--- config.mk ---
export PLATFORM = sky130hd
export DESIGN_NAME = can_sync_controller
export DESIGN_NICKNAME = d
export VERILOG_FILES = /design/src/rtl/can_timing_pkg.sv /design/src/rtl/can_rx_synchronizer.sv /design/src/rtl/can_sync_controller.sv
export SDC_FILE = /design/constraint.sdc
export NUM_CORES = 1
export LEC_CHECK = 0
export CORE_MARGIN = 3
export CORE_UTILIZATION = 46
export DETAILED_ROUTE_END_ITERATION = 8
export GPL_ROUTABILITY_DRIVEN = 0
export GPL_TIMING_DRIVEN = 0
export PLACE_DENSITY = 0.8
export SYNTH_ARGS = -nofsm -noshare
export SYNTH_HDL_FRONTEND = slang
export SYNTH_SLANG_ARGS = --single-unit
--- constraint.sdc ---
create_clock -name clock -period 2.2 [get_ports clock]
set_clock_uncertainty 0.2 [all_clocks]
set_input_delay 0.22 -clock clock [delete_from_list [all_inputs] [get_ports clock]]
set_output_delay 0.22 -clock clock [all_outputs]
set_load 0.01 [all_outputs]
--- src/rtl/can_timing_pkg.sv ---
// rtl/can_timing_pkg.sv - shared CAN bit timing encodings, sync FSM states and SJW helper
package can_timing_pkg;

  localparam logic [1:0] SYNC_SEG   = 2'b00;
  localparam logic [1:0] PROP_SEG   = 2'b01;
  localparam logic [1:0] PHASE_SEG1 = 2'b10;
  localparam logic [1:0] PHASE_SEG2 = 2'b11;

  localparam logic [3:0] SJW_MAX = 4'd4;

  typedef enum logic [1:0] {
    ST_ARMED   = 2'b00,
    ST_TRACK   = 2'b01,
    ST_PENDING = 2'b10,
    ST_ACTIVE  = 2'b11
  } sync_state_e;

  // A programmed SJW of 0 still allows one quantum of correction.
  function automatic logic [3:0] clamp_sjw(input logic [3:0] sjw);
    if (sjw == 4'd0) begin
      return 4'd1;
    end else if (sjw > SJW_MAX) begin
      return SJW_MAX;
    end else begin
      return sjw;
    end
  endfunction

endpackage

--- src/rtl/can_rx_synchronizer.sv ---
// rtl/can_rx_synchronizer.sv - metastability flop chain for the raw CAN rx pin
module can_rx_synchronizer #(
  parameter int SYNC_STAGES = 2
) (
  input  logic clock,
  input  logic reset_n,
  input  logic rx_i,
  output logic rx_s_o
);

  logic [SYNC_STAGES-1:0] sync_q;

  // Shift the pin through the chain; reset to recessive so no false edge appears.
  always_ff @(posedge clock or negedge reset_n) begin
    if (!reset_n) begin
      sync_q <= '1;
    end else begin
      sync_q <= {sync_q[SYNC_STAGES-2:0], rx_i};
    end
  end

  assign rx_s_o = sync_q[SYNC_STAGES-1];

endmodule

--- src/rtl/can_sync_controller.sv ---
// rtl/can_sync_controller.sv - CAN hard sync / SJW-limited resynchronization controller
module can_sync_controller
  import can_timing_pkg::*;
#(
  parameter int SYNC_STAGES = 2
) (
  input  logic       clock,
  input  logic       reset_n,
  input  logic       enable,
  input  logic       tq_pulse,
  input  logic       rx,
  input  logic       hard_sync_enable,
  input  logic [3:0] sjw,
  input  logic [3:0] phase_seg1,
  input  logic [3:0] phase_seg2,
  input  logic [1:0] current_segment,
  input  logic [4:0] quanta_counter,
  input  logic [4:0] bit_quanta_counter,
  input  logic       sample_point,
  input  logic       bit_timing_end,
  output logic       apply_hard_sync,
  output logic       apply_resync,
  output logic [3:0] sync_adjustment,
  output logic       sync_direction,
  output logic       sampled_bit,
  output logic       edge_pulse,
  output logic       sync_ignored
);

  logic              rx_s;
  logic              rx_prev_q;
  logic              edge_pulse_q;
  logic              sampled_bit_q;
  sync_state_e       state_q;
  logic              sync_lock_q;
  logic              hse_q;
  logic [3:0]        adj_q;
  logic              dir_q;
  logic              apply_hard_sync_q;
  logic              apply_resync_q;
  logic [3:0]        sync_adjustment_q;
  logic              sync_direction_q;
  logic              sync_ignored_q;

  logic              edge_det;
  logic [3:0]        sjw_eff;
  logic signed [5:0] lim;
  logic [4:0]        ph1_last;
  logic [3:0]        adj_fwd;
  logic [3:0]        adj_bwd;

  can_rx_synchronizer #(
    .SYNC_STAGES(SYNC_STAGES)
  ) u_rx_sync (
    .clock  (clock),
    .reset_n(reset_n),
    .rx_i   (rx),
    .rx_s_o (rx_s)
  );

  // Edge detection at tq granularity plus phase-error magnitudes for both directions.
  always_comb begin
    edge_det = tq_pulse && rx_prev_q && !rx_s;
    sjw_eff  = clamp_sjw(sjw);
    ph1_last = {1'b0, phase_seg1} - 5'd1;
    lim      = $signed({2'b00, phase_seg2}) - $signed({1'b0, quanta_counter}) - 6'sd2;
    adj_fwd  = bit_quanta_counter[3:0];
    if ({1'b0, sjw_eff} < bit_quanta_counter) begin
      adj_fwd = sjw_eff;
    end
    adj_bwd = lim[3:0];
    if (lim > $signed({2'b00, sjw_eff})) begin
      adj_bwd = sjw_eff;
    end
  end

  // Previous tq rx value, registered edge flag and the sample-point capture.
  always_ff @(posedge clock or negedge reset_n) begin
    if (!reset_n) begin
      rx_prev_q     <= 1'b1;
      edge_pulse_q  <= 1'b0;
      sampled_bit_q <= 1'b1;
    end else begin
      if (tq_pulse) begin
        rx_prev_q <= rx_s;
      end
      edge_pulse_q <= enable && edge_det;
      if (sample_point) begin
        sampled_bit_q <= rx_s;
      end
    end
  end

  // Sync FSM: hard sync beats resync; resync waits for PHASE1 and holds until end of bit.
  always_ff @(posedge clock or negedge reset_n) begin
    if (!reset_n) begin
      state_q           <= ST_ARMED;
      sync_lock_q       <= 1'b0;
      hse_q             <= 1'b0;
      adj_q             <= 4'd0;
      dir_q             <= 1'b0;
      apply_hard_sync_q <= 1'b0;
      apply_resync_q    <= 1'b0;
      sync_adjustment_q <= 4'd0;
      sync_direction_q  <= 1'b0;
      sync_ignored_q    <= 1'b0;
    end else begin
      hse_q             <= hard_sync_enable;
      apply_hard_sync_q <= 1'b0;
      sync_ignored_q    <= 1'b0;
      if (!enable) begin
        state_q           <= hard_sync_enable ? ST_ARMED : ST_TRACK;
        sync_lock_q       <= 1'b0;
        apply_resync_q    <= 1'b0;
        sync_adjustment_q <= 4'd0;
        sync_direction_q  <= 1'b0;
      end else begin
        if (bit_timing_end) begin
          sync_lock_q <= 1'b0;
        end
        if (edge_det && hard_sync_enable) begin
          // Hard sync from any state, aborting a pending or active resync.
          apply_hard_sync_q <= 1'b1;
          sync_lock_q       <= 1'b1;
          state_q           <= ST_TRACK;
          apply_resync_q    <= 1'b0;
          sync_adjustment_q <= 4'd0;
          sync_direction_q  <= 1'b0;
        end else begin
          case (state_q)
            ST_ARMED: begin
              if (!hard_sync_enable) begin
                state_q <= ST_TRACK;
                if (edge_det) begin
                  sync_ignored_q <= 1'b1;
                end
              end
            end
            ST_TRACK: begin
              if (edge_det) begin
                if (sync_lock_q || !sampled_bit_q) begin
                  sync_ignored_q <= 1'b1;
                end else begin
                  sync_lock_q <= 1'b1;
                  case (current_segment)
                    SYNC_SEG: begin
                      state_q <= ST_TRACK;
                    end
                    PROP_SEG: begin
                      adj_q   <= adj_fwd;
                      dir_q   <= 1'b0;
                      state_q <= ST_PENDING;
                    end
                    PHASE_SEG1: begin
                      if (quanta_counter < ph1_last) begin
                        adj_q             <= adj_fwd;
                        dir_q             <= 1'b0;
                        state_q           <= ST_ACTIVE;
                        apply_resync_q    <= 1'b1;
                        sync_adjustment_q <= adj_fwd;
                        sync_direction_q  <= 1'b0;
                      end else begin
                        sync_ignored_q <= 1'b1;
                      end
                    end
                    default: begin
                      if (lim <= 6'sd0) begin
                        sync_ignored_q <= 1'b1;
                      end else begin
                        adj_q             <= adj_bwd;
                        dir_q             <= 1'b1;
                        state_q           <= ST_ACTIVE;
                        apply_resync_q    <= 1'b1;
                        sync_adjustment_q <= adj_bwd;
                        sync_direction_q  <= 1'b1;
                      end
                    end
                  endcase
                end
              end else if (hard_sync_enable && !hse_q) begin
                state_q <= ST_ARMED;
              end
            end
            ST_PENDING: begin
              if (edge_det) begin
                sync_ignored_q <= 1'b1;
              end
              if (current_segment == PHASE_SEG1) begin
                state_q           <= ST_ACTIVE;
                apply_resync_q    <= 1'b1;
                sync_adjustment_q <= adj_q;
                sync_direction_q  <= dir_q;
              end
            end
            default: begin
              if (edge_det) begin
                sync_ignored_q <= 1'b1;
              end
              if (bit_timing_end) begin
                state_q           <= ST_TRACK;
                apply_resync_q    <= 1'b0;
                sync_adjustment_q <= 4'd0;
                sync_direction_q  <= 1'b0;
              end
            end
          endcase
        end
      end
    end
  end

  assign apply_hard_sync = apply_hard_sync_q;
  assign apply_resync    = apply_resync_q;
  assign sync_adjustment = sync_adjustment_q;
  assign sync_direction  = sync_direction_q;
  assign sampled_bit     = sampled_bit_q;
  assign edge_pulse      = edge_pulse_q;
  assign sync_ignored    = sync_ignored_q;

endmodule

After elaboration in Yosys (flattened, before gate mapping)
Index checks and enable logic that the tools add are counted.
{"block": "totals", "reg_bits": 22, "elab_cells": 126}
{"block": "op_classes", "n_addsub": 3, "magnitude_cmp": 5, "eq_ne": 20, "muxes": 65, "n_bitwise": 3, "n_reduce_logical": 16}
{"operator": "2-to-1 mux 4 bit", "count": 12}
{"operator": "2-to-1 mux 1 bit", "count": 31}
{"operator": "one-hot mux 4 bit (3 select lines)", "count": 2}
{"operator": "2-to-1 mux 2 bit", "count": 10}
{"operator": "inequality test 4 bit (second input constant)", "count": 5}
{"operator": "inequality test 5 bit (second input constant)", "count": 4}
{"operator": "AND reduction 8 bit", "count": 2}
{"operator": "one-hot mux 2 bit (3 select lines)", "count": 2}
{"operator": "one-hot mux 1 bit (3 select lines)", "count": 3}
{"operator": "inequality test 8 x 6 -> 1 bit (second input constant)", "count": 1}
{"operator": "one-hot mux 1 bit (2 select lines)", "count": 4}
{"operator": "one-hot mux 4 bit (2 select lines)", "count": 1}
{"operator": "AND reduction 7 bit", "count": 1}
{"operator": "greater-than comparator 6 x 5 -> 1 bit", "count": 1}
{"operator": "<= comparator 6 x 1 -> 1 bit (second input constant)", "count": 1}
{"operator": "inequality test 6 x 1 -> 1 bit (second input constant)", "count": 1}
{"operator": "inequality test 6 bit (second input constant)", "count": 1}
{"operator": "subtractor 4 x 5 -> 6 bit", "count": 1}
{"operator": "subtractor 6 x 3 -> 6 bit (second input constant)", "count": 1}
{"operator": "logical AND 1 bit", "count": 5}
{"operator": "less-than comparator 4 x 5 -> 1 bit", "count": 1}
{"operator": "less-than comparator 5 bit", "count": 1}
{"operator": "inequality test 5 x 1 -> 1 bit (second input constant)", "count": 1}
{"operator": "subtractor 4 x 1 -> 5 bit (second input constant)", "count": 1}
{"operator": "12 further kinds", "count": 19}

Depth between registers and ports, before layout
Gate-level depths: netlist of run 1.
{"block": "logic_depth", "depth_word": 12, "ltp_mapped": 15, "mapped_depth_nobuf": 15}

Modules after synthesis
Synthesis of run 1 repeated with hierarchy kept, for this count alone.
{"block": "unflattened", "cells_unflattened": 235, "area_unflattened_um2": 1993.2}
{"mod": "can_sync_controller", "instances": 1, "cells_per_inst": 233, "area_per_inst_um2": 1940.6}
{"mod": "can_rx_synchronizer", "instances": 1, "cells_per_inst": 2, "area_per_inst_um2": 52.6}

Worst setup path before layout of run 1
OpenSTA, ideal clock, no wires.
{"block": "synth_path", "path_kind": "in2reg", "startpoint": "input phase_seg2[1]", "endpoint": "register sync_adjustment_q[1], in the netlist sync_adjustment[1]", "setup_time_ns": 0.122, "arrival_ns": 3.031, "required_time_ns": 1.878, "setup_slack_ns": -1.152, "cell_stages": 15, "path_buffers": 0, "path_cell_list": "inv_1 > ha_1 > inv_1 > ha_1 > fa_1 > xnor2_1 > inv_1 > ha_1 > and2_1 > o21ai_0 > a32o_1 > a21oi_1 > mux2i_1 > o21bai_1 > a32o_1"}
{"block": "synth_via", "elab_chain_len": 11, "elab_cells_between_ends": 14, "classes_between": "add/sub: 2; order compare: 2; eq/ne: 1; mux: 8; reduce/logical: 1"}
{"item": "start, declared", "line": "can_sync_controller.sv:15", "text": "input logic [3:0] phase_seg2,"}
{"item": "subtractor 4 x 5 -> 6 bit *", "line": "can_sync_controller.sv:66", "text": "lim = $signed({2'b00, phase_seg2}) - $signed({1'b0, quanta_counter}) - 6'sd2;"}
{"item": "subtractor 6 x 3 -> 6 bit *", "line": "can_sync_controller.sv:66"}
{"item": "greater-than comparator 6 x 5 -> 1 bit", "line": "can_sync_controller.sv:72", "text": "if (lim > $signed({2'b00, sjw_eff})) begin"}
{"item": "2-to-1 mux 4 bit", "line": "can_sync_controller.sv:72"}
{"item": "2-to-1 mux 4 bit", "line": "can_sync_controller.sv:167", "text": "if (lim <= 6'sd0) begin"}
{"item": "one-hot mux 4 bit (2 select lines)", "line": "can_sync_controller.sv:145", "text": "case (current_segment)"}
{"item": "2-to-1 mux 4 bit", "line": "can_sync_controller.sv:141", "text": "if (sync_lock_q || !sampled_bit_q) begin"}
{"item": "2-to-1 mux 4 bit", "line": "can_sync_controller.sv:140", "text": "if (edge_det) begin"}
{"item": "one-hot mux 4 bit (3 select lines)", "line": "can_sync_controller.sv:130", "text": "case (state_q)"}
{"item": "2-to-1 mux 4 bit", "line": "can_sync_controller.sv:121", "text": "if (edge_det && hard_sync_enable) begin"}
{"item": "2-to-1 mux 4 bit", "line": "can_sync_controller.sv:111", "text": "if (!enable) begin"}
{"item": "end signal, assigned", "line": "can_sync_controller.sv:160", "text": "sync_adjustment_q <= adj_fwd;"}
{"item": "end signal, assigned", "line": "can_sync_controller.sv:174", "text": "sync_adjustment_q <= adj_bwd;"}
{"item": "end signal, assigned", "line": "can_sync_controller.sv:191", "text": "sync_adjustment_q <= adj_q;"}
{"item": "end, declared", "line": "can_sync_controller.sv:41", "text": "logic [3:0] sync_adjustment_q;"}
Mark *: on every way between the ends. The rest lies on a longest branch, timed or not. The select of a mux whose other input is x is not followed.
A chain may end at the register's enable or synchronous reset.

Worst setup path after layout of run 1
{"block": "layout_path", "startpoint": "input quanta_counter[1]", "endpoint": "register sync_adjustment_q[2], in the netlist sync_adjustment[2]"}
{"block": "layout_via", "elab_chain_len": 11, "elab_cells_between_ends": 16, "classes_between": "add/sub: 2; order compare: 3; eq/ne: 2; mux: 8; reduce/logical: 1"}
{"item": "start, declared", "line": "can_sync_controller.sv:17", "text": "input logic [4:0] quanta_counter,"}
{"item": "subtractor 4 x 5 -> 6 bit", "line": "can_sync_controller.sv:66"}
{"item": "subtractor 6 x 3 -> 6 bit", "line": "can_sync_controller.sv:66"}
{"item": "greater-than comparator 6 x 5 -> 1 bit", "line": "can_sync_controller.sv:72"}
{"item": "2-to-1 mux 4 bit", "line": "can_sync_controller.sv:72"}
{"item": "2-to-1 mux 4 bit", "line": "can_sync_controller.sv:167"}
{"item": "one-hot mux 4 bit (2 select lines)", "line": "can_sync_controller.sv:145"}
{"item": "2-to-1 mux 4 bit", "line": "can_sync_controller.sv:141"}
{"item": "2-to-1 mux 4 bit", "line": "can_sync_controller.sv:140"}
{"item": "one-hot mux 4 bit (3 select lines)", "line": "can_sync_controller.sv:130"}
{"item": "2-to-1 mux 4 bit", "line": "can_sync_controller.sv:121"}
{"item": "2-to-1 mux 4 bit", "line": "can_sync_controller.sv:111"}
Parallel ways exist; a longest one is shown, timed or not. The select of a mux whose other input is x is not followed.

==> impl.org, run 1 <==
** Status
- Result of the run :: finished, violations left
- The final reports fail on negative setup slack.

** Drt
- In the detailed route, the total length drawn on met2 is 2.41 mm.
- Dividing the detail-routed via count by the number of cells gives 5.42.
- Routed signal wires occupy layers up through met4.
- The first detailed-routing pass ran for 4 iterations.
- M1 WL :: 2.13 mm
- The detailed router placed 1787 vias in this run.
- Starting DRT DRC Count :: 70
- The routed design has 4.77 mm of wire.
- Wire segments on met3 add up to 188 um in the final route.
- In the final routed layout, each cell accounts on average for 14.4 um.
- Final antenna-violating net count :: 0
- Residual DRC count :: 0

** Synthesis
- Yosys top cell by area :: sky130_fd_sc_hd__dfrtp_1
- Of the synthesized area, sequential elements account for 28.9%.
- Xor-xnor portion of the synthesized cell area :: 1.82%
- Share of async-settable or async-resettable flops after synthesis :: 100%
- Library cells used by synthesis :: 46
- Counting every net in the synthesized netlist gives 283.
- After synthesis, the largest family of logic cells by area is compound AO/OA/AOI/OAI gates.
- The commonest cells after synthesis are 30 x sky130_fd_sc_hd__inv_1, 27 x sky130_fd_sc_hd__ha_1, 21 x sky130_fd_sc_hd__nand2_1.
- The synthesized netlist occupies a cell area of 1920 um^2.
- Simple-gate area share of the yosys netlist :: 16.7%
- Compound-gate portion of the synthesized area :: 19.1%
- After technology mapping, the gate count stands at 223.
- Number of flip-flops and latches in the synthesized netlist :: 22
- In the post-synthesis netlist, the cell with the most instances is sky130_fd_sc_hd__inv_1.
- Top flip-flop cell by instance count after synthesis :: sky130_fd_sc_hd__dfrtp_1
- EDFF count, synth :: 0
- The portion of synthesized area spent on multiplexers is 6.51%.
- Averaged over all synthesized cells, the footprint is 8.62 um^2.
- For this run, the number of Yosys warnings is 0.
- In this run the biggest area consumer among cell types represents 23.4% of the synthesized area.
- Synth area leaders :: sky130_fd_sc_hd__dfrtp_1 23%, sky130_fd_sc_hd__ha_1 18%, sky130_fd_sc_hd__inv_1 5.9%
- Of the total synthesized cell area, the portion taken by full adders, half adders and majority gates is 18.6%.

** Die
- In this run the horizontal extent of the chip is 70.7 um.
- Standard-cell row count :: 22
- The die covers 4990 um^2.
- Starting density of the core :: 49.9%
- After floorplanning, the core was sized to cover 3850 um^2.
- Height of the chip :: 70.7 um
- In this run the count of I/O pins placed on the die edge is 42.

** Placement
- During placement, the flow inserted port buffers numbering 41.
- Once detailed placement completed, the half-perimeter wirelength came to 3.41 mm.
- Number of placed cells counting well taps :: 312

** Timing
- The worst path uses 136% of the clock period.
- Total of endpoints with negative setup slack in the final report :: 14
- Setup repair after global routing missed its margin :: yes
- Maximum clock rate :: 335 MHz
- Max-slew violation count :: 0
- Across all setup checks in the final design, the least slack found is -0.788 ns.
- Measured slew at the worst slew-check pin :: 0.993 ns
- Hold timing on the final database bottoms out at a slack of 0.156 ns.
- Fin. Hold Viols :: 0
- Post-route minimum period :: 2.99 ns
- Worst relative slew slack :: 33.6%

** Finish
- Final nets :: 343
- Layout cells sized above 1 :: 27.3%
- Area Growth Syn to Fin :: 43.7%
- Antenna cells :: 0
- Final Instance Count excl. Fillers :: 330

** Clock tree
- Clock latency on the worst-skew pair, taken at its later pin, is 0.27 ns.
- Clock tree synthesis selected as its root buffer the cell sky130_fd_sc_hd__clkbuf_8.
- Cts bufs inserted :: 3
- After clock tree synthesis, the clock-pin slew on the worst setup and hold paths is 0.07 ns.
- Max clock buf depth :: 2
- CTS H-tree lvls :: 1
- Clock net sink count :: 22
- CTS tree :: built

** Critical path
- CP arrival :: 2.94 ns
- For the worst setup path, the data required time is 2.15 ns.
- Sort of element at the start of the critical path :: input port
- Type of destination of the critical path :: flop
- Critical path type :: in2reg
- Worst Path Max Fanout :: 4

** GRT
- Largest net degree at the start of global routing :: 23
- The number of antenna violations at the first check in global routing was 0.
- Vias in the first global route :: 1836
- After global routing the overflow that remains totals 0.
- The first global-routing pass estimated 8.06 mm of wire.
- Overall fraction of global-route tracks in use :: 19.6%

** Power
- Total power divided by cell area :: 552 nW/um^2
- VDD sags by at most 474 uV.
- The analysis attributes to cell leakage a power of 0.00127 uW.
- Power comes to 1520 uW.

** Job
- The tool flagged a number of max-cap violations equal to 0.

** Hold path
- Hold Crit Class :: in2reg
-- worst paths after layout --
kind / to / slack, ns / cells after the start / from
worst max-delay path: sync_adjustment[2]$_DFFE_PN0P_ / -0.79 / 15 / quanta_counter[1]
worst min-delay path: u_rx_sync.sync_q[0]$_DFF_PN1_ / 0.16 / 1 / rx
worst max register to register: sync_direction$_DFFE_PN0P_ / -0.42 / 10 / state_q[0]$_DFFE_PN0P_
worst min register to register: u_rx_sync.sync_q[1]$_DFF_PN1_ / 0.17 / 0 / u_rx_sync.sync_q[0]$_DFF_PN1_
max in group asynchronous: adj_q[0]$_DFFE_PN0P_ / 0.90 / 1 / reset_n
min in group asynchronous: sync_lock_q$_DFF_PN0_ / 0.29 / 1 / reset_n
-- cell usage in the layout, fill, tap and decap left out, drive strengths merged, types with 4 or more instances in the layout --
cell type,count
clkdlybuf4s50,29
nor2b,7
nor2,17
buf,23
a21boi,4
mux2i,8
mux2,4
o21ai,13
nand3,5
clkbuf,6
ha,27
nand2,21
inv,30
dfrtp,18
dfstp,4
nor3,7
a21oi,11
-- registers in the layout, summed over array words and instances, names as in the netlist --
| signal | flops |
|---|---|
| adj_q | 4 |
| sync_adjustment | 4 |
| state_q | 2 |
| u_rx_sync.sync_q | 2 |
| apply_hard_sync | 1 |
| apply_resync | 1 |
| dir_q | 1 |
| edge_pulse | 1 |
| hse_q | 1 |
| rx_prev_q | 1 |
| sampled_bit | 1 |
| sync_direction | 1 |
| sync_ignored | 1 |
| sync_lock_q | 1 |
-- per-layer routing --
| metal | global-route usage, % | vias to the layer above |
|---|---|---|
| met5 | 0 | - |
| met4 | 4.18 | 0 |
| li1 | - | 882 |
| met1 | 23.8 | 856 |
| met2 | 35.7 | 43 |
| met3 | 4.12 | 6 |
-- stage by stage --
| step | instance area (um^2) | worst slack, ns | TNS, ns | util [%] |
|---|---|---|---|---|
| after detailed placement | 2480 | -1.64 | -18.70 | 64.4 |
| after floorplan | 2010 | -0.660 | -6.34 | - |
| after CTS | 2700 | -0.777 | -7.21 | 70.1 |
| after global placement | 2480 | -1.58 | -17.91 | 64.4 |
| after global routing | 2760 | -0.907 | -9.37 | 71.7 |
| final | 2760 | -0.788 | -7.78 | 71.7 |
-- what timing repair did --
item,CTS,global route
resized for setup,58,14
setup endpoints to repair,14,14
pin swaps,25,11
hold buffers,0,0
buffers inserted,9,4
gates cloned,1,0
-- power breakdown --
part,total [uW],switching [uW],leakage (uW),internal (uW)
sequential,477,26.6,0.000286,450
combinational,784,377,0.000960,407
clock,264,134,0.0000228,129
total,1520,538,0.00127,986
-- area by class of cell --
type                            count  area (um^2)
Sequential cell                    22          556
Inverter                           30          120
Fill cell                         303         1090
Multi-Input combinational cell    166         1410
Buffer                              5         53.8
Clock buffer                        4         45.0
Timing Repair Buffer               55          514
Tap cell                           48         60.1
-- worst max-delay path: stages --
cell,delay (ns)
sky130_fd_sc_hd__buf_8,0.10
sky130_fd_sc_hd__ha_4,0.26
sky130_fd_sc_hd__inv_2,0.04
sky130_fd_sc_hd__ha_4,0.15
sky130_fd_sc_hd__fa_2,0.39
sky130_fd_sc_hd__xnor2_4,0.21
sky130_fd_sc_hd__inv_2,0.06
sky130_fd_sc_hd__ha_4,0.26
sky130_fd_sc_hd__and2_4,0.13
sky130_fd_sc_hd__o21ai_1,0.05
sky130_fd_sc_hd__a32o_2,0.23
sky130_fd_sc_hd__a21oi_4,0.21
sky130_fd_sc_hd__mux2i_2,0.28
sky130_fd_sc_hd__o21ai_1,0.12
sky130_fd_sc_hd__a32o_1,0.22
-- cell families after synthesis --
| kind of cell | count (synthesis) |
|---|---|
| AO/OA/AOI/OAI | 53 |
| AND/OR/NAND/NOR | 67 |
| multiplexers | 12 |
| other | 2 |
| flip-flops | 22 |
| adder cells (fa/ha/maj) | 28 |
| buffers and inverters | 35 |
| XOR/XNOR | 4 |
No activity file was read; power rests on OpenSTA's default activity.
==> run 2: changes to the inputs <==
CORE_UTILIZATION = 51   (was 46)
PLACE_DENSITY = 0.83   (was 0.8)
clock period = 3.25 ns   (was 2.2 ns; I/O delays follow)
==> run 2 against run 1 <==
Against the previous run:
- the run now ends clean
- global-route usage rose by 1.3 points
- critical path depth did not move
- count of clock-buffer cells in the layout did not move
- clock power fell by 27%
- sequential cell count unchanged
- combinational power is 42% lower
- total power decreased by 36%
- hold slack improved by 0.0047 ns
- worst setup slack improved by 0.92 ns
- non-clock buffer count is 7 lower
- core utilization rose by 2.7 points
==> impl.org, run 2 (synthesis gave the netlist of run 1 again) <==
** Die
- Measured along the y axis, the die boundary spans 67.4 um.
- Starting density of the core :: 55.0%
- Ports :: 42
- The die covers 4540 um^2.
- Chip width :: 67.4 um
- Standard-cell row count :: 21
- Std-Cell Core Area :: 3490 um^2

** Clock tree
- Clk root buf :: sky130_fd_sc_hd__clkbuf_8
- Total of hold buffers inserted after clock tree synthesis :: 0
- Clock net sink count :: 22
- The clock passes through at most 2 buffers.
- After clock tree synthesis, the clock-pin slew on the worst setup and hold paths is 0.07 ns.
- Cts bufs inserted :: 3
- CTS built an H-tree with a depth of 1.
- At the later pin of the worst-skew pair, clock insertion delay measures 0.26 ns.
- CTS tree :: built

** Power
- Static power due to leakage :: 0.00122 uW
- Across the VDD grid, the largest voltage drop is 314 uV.
- Total power divided by cell area :: 373 nW/um^2

** Drt
- The detail route stage leaves a number of antenna-violating nets equal to 0.
- Dividing the detail-routed via count by the number of cells gives 5.44.
- Detailed routing inserted a total of 1747 vias.
- After detailed routing, the average wire length per cell comes to 13.7 um.
- The first routing iteration left 48 violations.
- DR pass1 iterations :: 4
- Residual DRC count :: 0
- The routed design has 4.40 mm of wire.

** Critical path
- The critical path ends at sync_adjustment[2]$_DFFE_PN0P_.
- STA classifies the critical path endpoint as a flop.
- RR Startpoint :: state_q[0]$_DFFE_PN0P_
- Sort of element at the start of the critical path :: input port
- In this run the worst setup path begins at phase_seg2[2].
- CP dominant cell by count :: sky130_fd_sc_hd__inv_2
- Number of cell instances on the worst register-to-register path :: 10
- In this run the worst path has a maximum fanout of 4.
- For the worst setup path, the data arrival time is 3.07 ns.
- Cell-by-cell listing of the critical path :: dlygate4sd2_1 -> inv_1 -> ha_1 -> inv_2 -> fa_2 -> xnor2_4 -> inv_2 -> ha_4 -> and2_4 -> o21ai_2 -> a32o_2 -> a21oi_4 -> mux2i_1 -> o21ai_0 -> a32o_1
- Required time reported for the critical path endpoint :: 3.20 ns
- Library cell contributing the largest single delay on the critical path :: sky130_fd_sc_hd__fa_2
- Maximum cell stage delay along the critical path :: 0.41 ns
- In this run the critical register-to-register path is captured at sync_direction$_DFFE_PN0P_.
- Register-to-Register Setup Slack :: 0.69 ns
- Critical path type :: in2reg

** Timing
- After layout, the worst path uses 96.0% of the clock period.
- Setup repair after global routing could not meet its margin everywhere.
- Max-slew violation count :: 0
- Worst relative slew slack :: 36.7%
- Setup violations remaining at the end of the flow were counted as 0.
- The tightest hold path in the finished design has a slack of 0.160 ns.
- At the pin with the least slew margin, the transition time is 0.946 ns.
- Maximum clock rate :: 321 MHz
- Adding up every negative setup slack in the final design gives 0 ns.
- For the finished layout, the period the worst path requires is 3.12 ns.
- The count of final hold-check violations was 0.

** Status
- Result of the run :: complete, no violations

** Placement
- Placed wire-length estimate after detailed placement :: 3.24 mm
- In this run the tool buffered the top-level ports with 41 buffer cells.
- The placed instances occupy a cell area of 2410 um^2.

** Finish
- Register area :: 556 um^2
- For this run, the post-layout net count is 336.
- Summing all multi-input logic gate instances after layout gives 1310 um^2.
- The finished cells cover 2600 um^2.
- The number of antenna diodes in the final layout is 0.
- Most used cells in the layout excluding fill and tap cells :: 33 x sky130_fd_sc_hd__clkdlybuf4s50_1, 24 x sky130_fd_sc_hd__inv_1, 22 x sky130_fd_sc_hd__ha_1
- Counting the fill cells in the layout gives 265.
- Area Growth Syn to Fin :: 35.2%
- Most frequent standard cell in the layout excluding fill and tap cells :: sky130_fd_sc_hd__clkdlybuf4s50_1
- The post-route netlist has 17.8% of its cells at a drive strength greater than 1.

** GRT
- GR Overflow Total :: 0
- In the global route stage, overall resource usage came out at 20.9%.
- The number of antenna violations at the first check in global routing is 0.
- The first global-routing pass estimated 7.36 mm of wire.
- Entering global routing, the biggest net connects 23 pins.
- Vias in the first global route :: 1787

** Job
- # Max-Cap Violations :: 0

** Hold path
- The tightest min-delay check is of the reg2reg type.
-- run 2: power breakdown --
group	internal [uW]	switching, uW	total, uW
Clock	108	84.6	193
Combinational	231	227	458
Sequential	305	15.6	320
-- run 2: how the worst min path moves through the flow --
stage | from | end | slack (ns) | cells past startpoint
finish | u_rx_sync.sync_q[0]$_DFF_PN1_ | u_rx_sync.sync_q[1]$_DFF_PN1_ | 0.16 | 0
global route | u_rx_sync.sync_q[0]$_DFF_PN1_ | u_rx_sync.sync_q[1]$_DFF_PN1_ | 0.17 | 0
CTS | u_rx_sync.sync_q[0]$_DFF_PN1_ | u_rx_sync.sync_q[1]$_DFF_PN1_ | 0.16 | 0
detailed placement | u_rx_sync.sync_q[0]$_DFF_PN1_ | u_rx_sync.sync_q[1]$_DFF_PN1_ | 0.15 | 0
global placement | u_rx_sync.sync_q[0]$_DFF_PN1_ | u_rx_sync.sync_q[1]$_DFF_PN1_ | 0.15 | 0
floorplan | reset_n | adj_q[0]$_DFFE_PN0P_ | -0.17 | 0
-- run 2: what timing repair did --
action	in CTS	in global routing
gates resized for setup	23	21
endpoints found under the setup margin	10	6
setup buffers	4	3
pin swaps	11	13
hold endpoints to repair	0	0
gates cloned	0	0
-- run 2: critical path, delay by kind of cell --
kind,cells,cell delay [ns]
compound gates,5,0.85
xor+xnor,1,0.17
fa+ha+maj,3,0.95
buf+inv,4,0.38
mux,1,0.26
simple gates,1,0.14
-- run 2: layout make-up --
cell class / instances / area share (%)
plain buffers: 5 / 1.64
inverters: 30 / 4.52
flip-flops and latches: 22 / 21.4
well taps: 46 / 2.21
multi-input cells: 166 / 50.3
clock buffers: 4 / 2.12
repair buffers: 48 / 17.8
-- run 2: through the flow --
step                      cells  total power [uW]  setup WS, ns  utilization [%]
after global routing        321              1040        -0.101             74.4
after global placement      310               706        -0.692             69.0
after detailed placement    310               718        -0.751             69.0
after floorplan             223               593       0.00658                -
final                       321               971         0.130             74.4
after CTS                   318               950        0.0143             72.7
-- run 2: metal layers --
layer	GRT usage, %	part of all wire (%)	vias to the layer above
met3	2.50	3.1	7
li1	-	-	874
met1	26.5	46	824
met2	36.6	49	42
met4	7.09	1.5	0
met5	0	0	-
==> run 3: changes to the inputs <==
CORE_UTILIZATION = 40   (was 51)
PLACE_DENSITY = 0.69   (was 0.83)
SLEW_MARGIN = 20   (was unset)
==> run 3 against run 2 <==
Against the previous run:
- total power is 0.76% lower
- highest routed layer unchanged
- via count down 2.1%
- critical path depth shrank 1
- global-route usage shrank 4.7 points
- hold slack about the same
- critical endpoint is now sync_adjustment[0]$_DFFE_PN0P_
- routed wire length is 1.0% higher
==> impl.org, run 3 (synthesis gave the netlist of run 1 again) <==
** Critical path
- Counting stages on the worst path, the most repeated cell is sky130_fd_sc_hd__inv_2.
- Critical path type :: in2reg
- Worst Path Max Fanout :: 4
- Among all stages on the critical path, the largest delay is contributed by sky130_fd_sc_hd__fa_2.
- Data on the critical path is required at its endpoint by 3.22 ns.
- Sort of element at the start of the critical path :: input port
- STA classifies the critical path endpoint as a flop.
- Walking the worst path, the cells encountered are dlygate4sd2_1 -> ha_1 -> inv_2 -> fa_2 -> xnor2_2 -> inv_2 -> ha_4 -> and2_4 -> o21ai_2 -> a32o_2 -> a21oi_4 -> mux2i_2 -> a31oi_1 -> o31ai_1.
- The largest single stage delay on the critical path is 0.38 ns.
- CP arrival :: 3.09 ns

** Timing
- The count of final hold-check violations came to 0.
- The final count of pins violating max slew came to 0.
- The worst path needs 3.12 ns of the cycle, external delays included.
- Setup violations remaining at the end of the flow were counted as 0.
- Worst hold slack :: 0.160 ns
- For this run, the top clock speed supported by timing is 320 MHz.
- After layout, the worst path uses 96.1% of the clock period.
- Once routing completed, OpenROAD measured the worst setup slack at 0.128 ns.
- Setup repair after global routing missed its margin :: no

** Power
- Combinational group share of total power :: 46.5%
- Total power divided by cell area :: 371 nW/um^2
- Peak VDD IR :: 238 uV
- Static power due to leakage :: 0.00122 uW
- Share of power burned in registers :: 33.2%
- The internal power of the cells totals 638 uW.
- Part of the power in the clock network :: 20.3%
- Sw power :: 325 uW
- In this run switching power makes up 33.8% of total power.

** Drt
- WL met3 :: 127 um
- Wires add up to 4.45 mm.
- Residual DRC count :: 0
- Amount of wire on met2 after detailed routing :: 2.10 mm
- The first TritonRoute pass finished after 4 iterations.
- Vias after detailed routing :: 1711
- Dividing the detail-routed wire length by the instance count gives 13.6 um.
- Via density per instance :: 5.23
- Routed signal wires occupy layers up through met4.
- M1 WL :: 2.17 mm
- In this run the remaining antenna-violating nets after routing total 0.
- The first routing iteration left 53 violations.

** Clock tree
- TritonCTS built the clock tree.
- After clock tree synthesis, the clock-pin slew on the worst setup and hold paths is 0.08 ns.
- Insertion delay to the later sink of the worst-skew pair :: 0.26 ns
- For this design, the sink count on the clock tree is 22.
- CTS H-tree lvls :: 1
- The longest clock path from root to sink contains 2 buffers.
- Counting the buffers created by CTS gives 3.
- Clk root buf :: sky130_fd_sc_hd__clkbuf_8

** Job
- # Max-Cap Violations :: 0

** Placement
- Minimum setup slack after placement :: -0.810 ns
- Placed wire-length estimate after detailed placement :: 3.38 mm
- Buffers on Ports :: 41
- The placed instances occupy a cell area of 2420 um^2.

** Finish
- After routing the design area is 2600 um^2.
- The post-route netlist has 18.5% of its cells at a drive strength greater than 1.
- The repair_antennas step left the layout with diodes totalling 0.
- The top cell types in the final layout, fill and taps aside, are 32 x sky130_fd_sc_hd__clkdlybuf4s50_1, 23 x sky130_fd_sc_hd__inv_1, 21 x sky130_fd_sc_hd__nand2_1, 21 x sky130_fd_sc_hd__ha_1, 18 x sky130_fd_sc_hd__dfrtp_1.
- At the end of the flow, the number of nets in the layout was 336.
- The library cell used most frequently in the layout, excluding fill and tap cells, is sky130_fd_sc_hd__clkdlybuf4s50_1.
- Area Growth Syn to Fin :: 35.1%

** Die
- The die covers 5680 um^2.
- In this run the count of I/O pins placed on the die edge is 42.
- Chip width :: 75.3 um
- Standard-cell row count :: 24
- For this configuration, the core starts out at a cell density of 42.7%.
- Height of the chip :: 75.3 um
- Std-Cell Core Area :: 4500 um^2

** GRT
- Largest net degree at the start of global routing :: 23
- The first global-routing pass estimated 7.22 mm of wire.
- The number of antenna violations at the first check in global routing came to 0.
- For this run the aggregate overflow at the end of global routing stands at 0.
- Overall fraction of global-route tracks in use :: 16.2%
- The number of global-route vias before repair is 1710.

** Hold path
- The worst hold path belongs to the class reg2reg.

** Status
- The flow ran to the end, and the final reports show no timing, DRC or antenna violations.
## run 3: worst max-delay path: cells and delay by family
kind            cells  cell delay [ns]
compound gates      5             0.87
xor+xnor            1             0.17
fa+ha+maj           3             0.93
buf+inv             3             0.37
mux                 1             0.28
simple gates        1             0.14
## run 3: final timing paths
check	start	endpoint	slack, ns	cells past startpoint
max	quanta_counter[2]	sync_adjustment[0]$_DFFE_PN0P_	0.13	14
max in group asynchronous	reset_n	u_rx_sync.sync_q[0]$_DFF_PN1_	2.14	2
max reg2reg	state_q[0]$_DFFE_PN0P_	sync_direction$_DFFE_PN0P_	0.70	10
min in group asynchronous	reset_n	sync_lock_q$_DFF_PN0_	0.35	2
min reg2reg	u_rx_sync.sync_q[0]$_DFF_PN1_	u_rx_sync.sync_q[1]$_DFF_PN1_	0.16	0
min	u_rx_sync.sync_q[0]$_DFF_PN1_	u_rx_sync.sync_q[1]$_DFF_PN1_	0.16	0
## run 3: per-layer routing
layer	up-vias	global-route usage [%]
li1	874	-
met1	797	22.0
met2	35	27.5
met3	5	1.58
met4	0	4.66
met5	-	0
## run 3: cell type report
cell class / instances / area (um^2)
Timing Repair Buffer: 48 / 455
Buffer: 5 / 42.5
Sequential cell: 22 / 556
Tap cell: 52 / 65.1
Fill cell: 430 / 1910
Clock buffer: 4 / 55.1
Multi-Input combinational cell: 166 / 1310
Inverter: 30 / 115
## run 3: power groups by stage
stage	Clock, uW	Combinational (uW)	Sequential [uW]
global placement	0	387	324
floorplan	0	267	325
global route	211	498	325
detailed placement	0	395	325
finish	196	448	320
CTS	202	436	320
## run 3: what timing repair did
action / CTS / global route
gates resized for setup: 25 / 16
buffers inserted: 4 / 2
pin swaps: 11 / 12
setup endpoints to repair: 12 / 7
hold buffers: 0 / 1
hold endpoints to repair: 0 / 18
## run 3: per-stage QoR
| stage | power [uW] | cells | TNS, ns | utilization, % |
|---|---|---|---|---|
| 3_5_place_dp | 720 | 316 | -6.60 | 53.7 |
| 4_1_cts | 959 | 324 | 0 | 56.9 |
| 6_report | 963 | 327 | 0 | 57.7 |
| 2_1_floorplan | 593 | 223 | 0 | - |
| 3_3_place_gp | 711 | 316 | -6.11 | 53.7 |
| 5_1_grt | 1030 | 327 | 0 | 57.7 |
